[config.mk]
export PLATFORM = sky130hd
export DESIGN_NAME = alu_arbiter
export DESIGN_NICKNAME = d
export VERILOG_FILES = /design/src/rtl/alu_arbiter.sv
export SDC_FILE = /design/constraint.sdc
export NUM_CORES = 1
export LEC_CHECK = 0
export ABC_CLOCK_PERIOD_IN_PS = 1700
export BUFFER_PORTS_ARGS = -buffer_cell sky130_fd_sc_hd__buf_4
export CAP_MARGIN = 20
export CORE_AREA = 2 2 109 111
export CTS_CLUSTER_SIZE = 24
export DETAILED_ROUTE_END_ITERATION = 7
export DIE_AREA = 0 0 111 113
export PLACE_DENSITY = 0.66
export SYNTH_ARGS = -nofsm -noshare
export SYNTH_HDL_FRONTEND = slang
export SYNTH_SLANG_ARGS = --single-unit
[constraint.sdc]
create_clock -name CLK -period 1.7 [get_ports CLK]
set_input_delay 0.255 -clock CLK [delete_from_list [all_inputs] [get_ports CLK]]
set_output_delay 0.255 -clock CLK [all_outputs]
set_load 0.02 [all_outputs]
[src/rtl/alu_arbiter.sv]
// Round-robin arbiter sharing one combinational ALU among NREQ requesters.
// Each winning op's result is registered into a one-deep response slot owned by that winner.
module alu_arbiter #(
   parameter int NREQ = 2,
   parameter int DW   = 32,
   parameter int OPW  = 4
) (
   input  logic                CLK,
   input  logic                nRST,
   input  logic [NREQ-1:0]     req_valid,
   output logic [NREQ-1:0]     req_ready,
   input  logic [NREQ*OPW-1:0] req_aluop,
   input  logic [NREQ*DW-1:0]  req_porta,
   input  logic [NREQ*DW-1:0]  req_portb,
   output logic [NREQ-1:0]     rsp_valid,
   input  logic [NREQ-1:0]     rsp_ready,
   output logic [DW-1:0]       rsp_out,
   output logic                rsp_negative,
   output logic                rsp_zero,
   output logic                rsp_overflow,
   output logic [OPW-1:0]      alu_aluop,
   output logic [DW-1:0]       alu_porta,
   output logic [DW-1:0]       alu_portb,
   input  logic [DW-1:0]       alu_outport,
   input  logic                alu_negative,
   input  logic                alu_zero,
   input  logic                alu_overflow
);

   localparam int IW = (NREQ > 2) ? 2 : 1;
   localparam logic [OPW-1:0] ALU_ADD = OPW'(2);

   typedef enum logic {IDLE, HOLD} state_t;

   state_t          state_q, state_d;
   logic [IW-1:0]   ptr_q, ptr_d;
   logic [IW-1:0]   own_q, own_d;
   logic [DW-1:0]   out_q, out_d;
   logic            neg_q, neg_d;
   logic            zero_q, zero_d;
   logic            ovf_q, ovf_d;

   logic            pop;
   logic            can_accept;
   logic            found;
   logic            grant;
   logic [IW-1:0]   win;

   // First valid requester at or after ptr, wrapping.
   always_comb begin
      found = 1'b0;
      win   = '0;
      for (int k = 0; k < NREQ; k++) begin
         if (!found && req_valid[(int'(ptr_q) + k) % NREQ]) begin
            found = 1'b1;
            win   = IW'((int'(ptr_q) + k) % NREQ);
         end
      end
   end

   always_comb begin
      pop        = (state_q == HOLD) && rsp_ready[own_q];
      can_accept = (state_q == IDLE) || pop;
      grant      = can_accept && found && nRST;

      req_ready = '0;
      alu_aluop = ALU_ADD;
      alu_porta = '0;
      alu_portb = '0;
      if (grant) begin
         req_ready[win] = 1'b1;
         alu_aluop      = req_aluop[int'(win)*OPW +: OPW];
         alu_porta      = req_porta[int'(win)*DW +: DW];
         alu_portb      = req_portb[int'(win)*DW +: DW];
      end

      rsp_valid = '0;
      if (state_q == HOLD) rsp_valid[own_q] = 1'b1;
   end

   always_comb begin
      state_d = state_q;
      ptr_d   = ptr_q;
      own_d   = own_q;
      out_d   = out_q;
      neg_d   = neg_q;
      zero_d  = zero_q;
      ovf_d   = ovf_q;
      if (grant) begin
         state_d = HOLD;
         own_d   = win;
         ptr_d   = IW'((int'(win) + 1) % NREQ);
         out_d   = alu_outport;
         neg_d   = alu_negative;
         zero_d  = alu_zero;
         ovf_d   = alu_overflow;
      end else if (pop) begin
         state_d = IDLE;
      end
   end

   always_ff @(posedge CLK or negedge nRST) begin
      if (!nRST) begin
         state_q <= IDLE;
         ptr_q   <= '0;
         own_q   <= '0;
         out_q   <= '0;
         neg_q   <= 1'b0;
         zero_q  <= 1'b0;
         ovf_q   <= 1'b0;
      end else begin
         state_q <= state_d;
         ptr_q   <= ptr_d;
         own_q   <= own_d;
         out_q   <= out_d;
         neg_q   <= neg_d;
         zero_q  <= zero_d;
         ovf_q   <= ovf_d;
      end
   end

   assign rsp_out      = out_q;
   assign rsp_negative = neg_q;
   assign rsp_zero     = zero_q;
   assign rsp_overflow = ovf_q;

endmodule

# [Yosys cells after proc, flatten, opt, wreduce, memory -nomap -nowiden]
# Cells that the tools add are included.
[classes] add_sub_neg=2 order_cmp=6 n_shift=3 muxes=22 n_bitwise=2 n_reduce_logical=9
[op_table] cell="$shiftx A64 B7 Y32" n=2
[op_table] cell="$mux W32" n=2
[op_table] cell="$mux W1" n=15
[op_table] cell="$shiftx A8 B4 Y4" n=1
[op_table] cell="$logic_and A1 B1 Y1" n=6
[op_table] cell="$lt A1 B2 Y1 const B" n=3
[op_table] cell="$mux W2" n=2
[op_table] cell="$mux W4" n=1
[op_table] cell="$lt A2 B3 Y1 const B" n=1
[op_table] cell="$add A1 B1 Y1 const B" n=2
[op_table] cell="$demux W1 S1" n=2
[op_table] cell="$ge A1 B1 Y1 const B" n=2
[op_table] cell="$reduce_bool A2 Y1" n=1
[op_table] cell="$and A1 B1 Y1 const A" n=1
[op_table] cell="$logic_not A1 Y1" n=1
[op_table] cell="$logic_or A1 B1 Y1" n=1
[op_table] cell="$not A1 Y1" n=1
[word_totals] reg_bits=38

# [Depth between registers and ports, before layout]
[logic_depth] word_depth=12 ltp_mapped=7

# [Worst setup path before layout]
# Ideal clock, no wire load.
[synth_timing] path_kind="flip-flop to output port" start="register ptr_q" end="output port alu_portb[21]" arrival_ns=1.482 required_ns=1.445 path_slack_ns=-0.037 stages_incl_launch_ff=8 path_buffers=4 path_cell_list="dfrtp_1 > buf_2 > nand2b_1 > buf_2 > buf_2 > buf_2 > nand3_1 > a21oi_1"
[synth_via] elab_chain_len=9 word_cells_on_any_way=16 classes_between="add/sub: 1; shift: 1; mux: 10; reduce/logical: 4"
[synth_rtl] element="start, declared" line="36" source="logic [IW-1:0] ptr_q, ptr_d;"
[synth_rtl] element="start signal, assigned" line="113" source="ptr_q <= ptr_d;"
[synth_rtl] element="branches (longest 8 deep; another with $add A1 B1 Y1)"
[synth_rtl] element="$mux W32 *" line="70" source="if (grant) begin"
[synth_rtl] element="end, declared" line="23" source="output logic [DW-1:0] alu_portb,"
# Every way passes the cells marked *. The select of a mux whose other input is x is not followed.

# [Worst setup path in the final report]
[layout_timing] start="register own_q" end="output port alu_porta[31]"
[layout_via] elab_chain_len=7
[layout_rtl] element="start, declared" line="37" source="logic [IW-1:0] own_q, own_d;"
[layout_rtl] element="start signal, assigned" line="114" source="own_q <= own_d;"
[layout_rtl] element="$mux W1 (not written as such) (2 in series)" line="62" source="pop = (state_q == HOLD) && rsp_ready[own_q];"
[layout_rtl] element="$logic_and A1 B1 Y1" line="62"
[layout_rtl] element="$logic_or A1 B1 Y1" line="63" source="can_accept = (state_q == IDLE) || pop;"
[layout_rtl] element="$logic_and A1 B1 Y1 (2 in series)" line="64" source="grant = can_accept && found && nRST;"
[layout_rtl] element="$mux W32" line="70"
[layout_rtl] element="end, declared" line="22" source="output logic [DW-1:0] alu_porta,"
# Every way passes these cells. The select of a mux whose other input is x is not followed.

==> flow_summary.toml <==
[logic_synthesis]
synth_area_leaders = "dfrtp_1 (30%), a211o_1 (19%), mux2_2 (12%)"
yosysWarnings = 0
yosys-top-cells-count = "inv_1 (69), a211o_1 (68), a21oi_1 (68)"
synth-async-reset-ratio = 1.00
synth_top_cell_by_area = "dfrtp_1"
syn_inst = 412
yosysMostFrequentCell = "inv_1"
synth_flop_cell = "dfrtp_1"
yosysSeqAreaShare = 0.295
synth-edff-count = 0
ys_ff_latch = 38
synth_cell_type_count = 24
mappedNetlistNets = 589
syn_area_per_cell_um2 = 7.81
yosysTopAreaCellShare = 0.295
syn_area_um2 = 3220

[job]
maxCapViolCount = 0

[pwr]
switching_share = 0.385
power_density_nw_per_um2 = 887
p_seq_frac = 0.239
ir_drop_mv = 0.982
clkPwrFrac = 0.198
internal_power_mw = 3.30
combPwrFrac = 0.563
p_leak_nw = 3.13
power_switching_mw = 2.07

[timing]
setup_viol = 70
hold_viol = 0
finalSetupTns_ns = -15.31
worst_pin_slew_ns = 0.479
slew_headroom = 0.680
clock.fmax_ghz = 0.511
setup_ws_ns = -0.258
drv_slew = 0
skew_ns = 0.00394
finalCritPeriodShare = 1.15
post-route-min-period_ns = 1.96
whs_ns = 0.0664
rsz0062_at_grt = "yes"

[critical_path]
worstPathMaxFanout = 17
worstSetupPathDepth = 6
critical_path_buf_inv_count = 3
max_stage_delay_ns = 0.39
crit_arrival_ns = 1.70
cpMostUsedCell = "buf_12"
worstPathRequired_ns = 1.44
crit_path_start_kind = "register"
crit_type = "reg -> out"
crit_chain = "mux2_4, o21ai_4, buf_12, buf_12, a21oi_1, buf_4"
crit_slowest_cell = "dfrtp_1"
reg2reg_depth = 6
end_kind = "output port"
crit_family = "buffers and inverters"

[clocking]
cts_sinks = 38
cts-root-to-sink-buffers = 2
clock_latency_ns = 0.28
cts_root_buf = "clkbuf_16"
cts_made_buffers = 5
h-tree-depth = 2
cts_tree = "done"
clkTransAtPathRegs_ns = 0.06

[global_route]
met2_usage = 0.374
gr-usage-all-layers = 0.204
grtUsageMet1 = 0.234
grt_pass1_wl_mm = 21.1
busiest_layer = "met2"
grt_pass1_vias = 4154
use_met3 = 0.0514
grt_overflow = 0
antenna_found_initial = 0
grt_max_degree = 65

[finish]
drive_gt1_frac = 0.543
num-fill-cells = 1030
nNetsFinal = 859
syn_to_final_growth_pct = 88.0
antenna_cells = 0

[floorplanning]
fp.dieW_um = 111
dieArea_um2 = 12500
rows = 39
io_pins = 284
dieHeight_um = 113
core_um2 = 11300
start_util = 0.285

[detailed_routing]
viasPerCell = 5.06
vias = 4178
ant_nets = 0
routed_wirelength_mm = 13.7
drt_iter0_markers = 360
wl_per_cell_um = 16.5
first_pass_iters = 5
drc = 0

[outcome]
violations = "negative setup slack"
status = "finished, violations left"

[min_path]
hold_class = "in -> async"

[place]
dpl.hpwl_mm = 10.1
port_buffers = 283
pre_cts_slack_ns = 0.0434
gp_congestion = 0.882
registers in the layout (all words and copies together), names as in the netlist:
| signal | cells |
|---|---|
| ptr_q | 1 |
| rsp_overflow | 1 |
| state_q | 1 |
| rsp_negative | 1 |
| rsp_out | 32 |
| rsp_zero | 1 |
| own_q | 1 |
cells in the final DEF, fill, tap and decap left out, drive strengths merged:
| master | n |
|---|---|
| nand2 | 3 |
| dfrtp | 38 |
| bufbuf | 1 |
| inv | 70 |
| mux2 | 36 |
| clkbuf | 8 |
| bufinv | 1 |
| o22ai | 1 |
| a21o | 1 |
| a21oi | 69 |
| o21ai | 3 |
| mux2i | 1 |
| a211o | 68 |
| nand2b | 1 |
| clkinvlp | 2 |
| and2 | 1 |
| o22a | 1 |
| nand3 | 67 |
| buf | 307 |
| nor2 | 3 |
| nand3b | 1 |
final timing paths:
| kind | slack (ns) | startpoint | endpoint |
|---|---|---|---|
| max in group asynchronous | 1.28 | nRST | ptr_q |
| hold reg to reg | 0.50 | rsp_out[15] | rsp_out[15] |
| min in group CLK | 0.19 | alu_outport[15] | rsp_out[15] |
| hold / removal | 0.07 | nRST | rsp_out[18] |
| setup reg to reg | 0.01 | own_q | rsp_out[10] |
| setup / recovery | -0.26 | own_q | alu_porta[31] |
power groups by stage:
| stage | combinational (mW) | sequential, mW | clock, mW |
|---|---|---|---|
| finish | 3.02 | 1.28 | 1.06 |
| floorplan | 1.29 | 1.53 | 0 |
| global placement | 2.81 | 1.28 | 0 |
| global route | 3.21 | 1.31 | 1.13 |
| detailed placement | 2.84 | 1.29 | 0 |
| CTS | 2.99 | 1.28 | 1.08 |
final cells by class:
class / count / area (um^2) / share of cell area
well taps: 143 / 179 / 0.0296
flip-flops and latches: 38 / 952 / 0.157
repair buffers: 311 / 2620 / 0.434
multi-input cells: 256 / 1860 / 0.308
clock inverters: 3 / 45.0 / 0.00745
inverters: 70 / 263 / 0.0434
clock buffers: 5 / 125 / 0.0207
through the flow:
stage	util	power [mW]	cells	cell area, um^2
6_report	0.537	5.36	826	6050
3_5_place_dp	0.499	4.13	809	5620
4_1_cts	0.527	5.35	821	5940
5_1_grt	0.537	5.65	826	6050
3_3_place_gp	0.499	4.09	809	5620
2_1_floorplan	-	2.82	412	3260
cells by family (layout without fill, tap and decap cells):
kind of cell,Yosys count,after routing,share of synthesized area
simple gates,76,76,0.117
flops,38,38,0.295
compound gates,143,143,0.309
mux,37,37,0.129
buf+inv,118,389,0.149
routing by layer:
metal  vias up  part of all wire
met5         -                 0
met4         0             0.022
met3        25             0.088
met2       228              0.51
met1      1941              0.38
li1       1984                 -
what timing repair did:
item / 4_1_cts / 5_1_grt
pin swaps: 1 / 0
setup buffers: 2 / 2
resized for setup: 16 / 5
hold buffers: 0 / 0
gates cloned: 2 / 3
endpoints found under the setup margin: 70 / 104
Power figures use the tool's default switching activity.
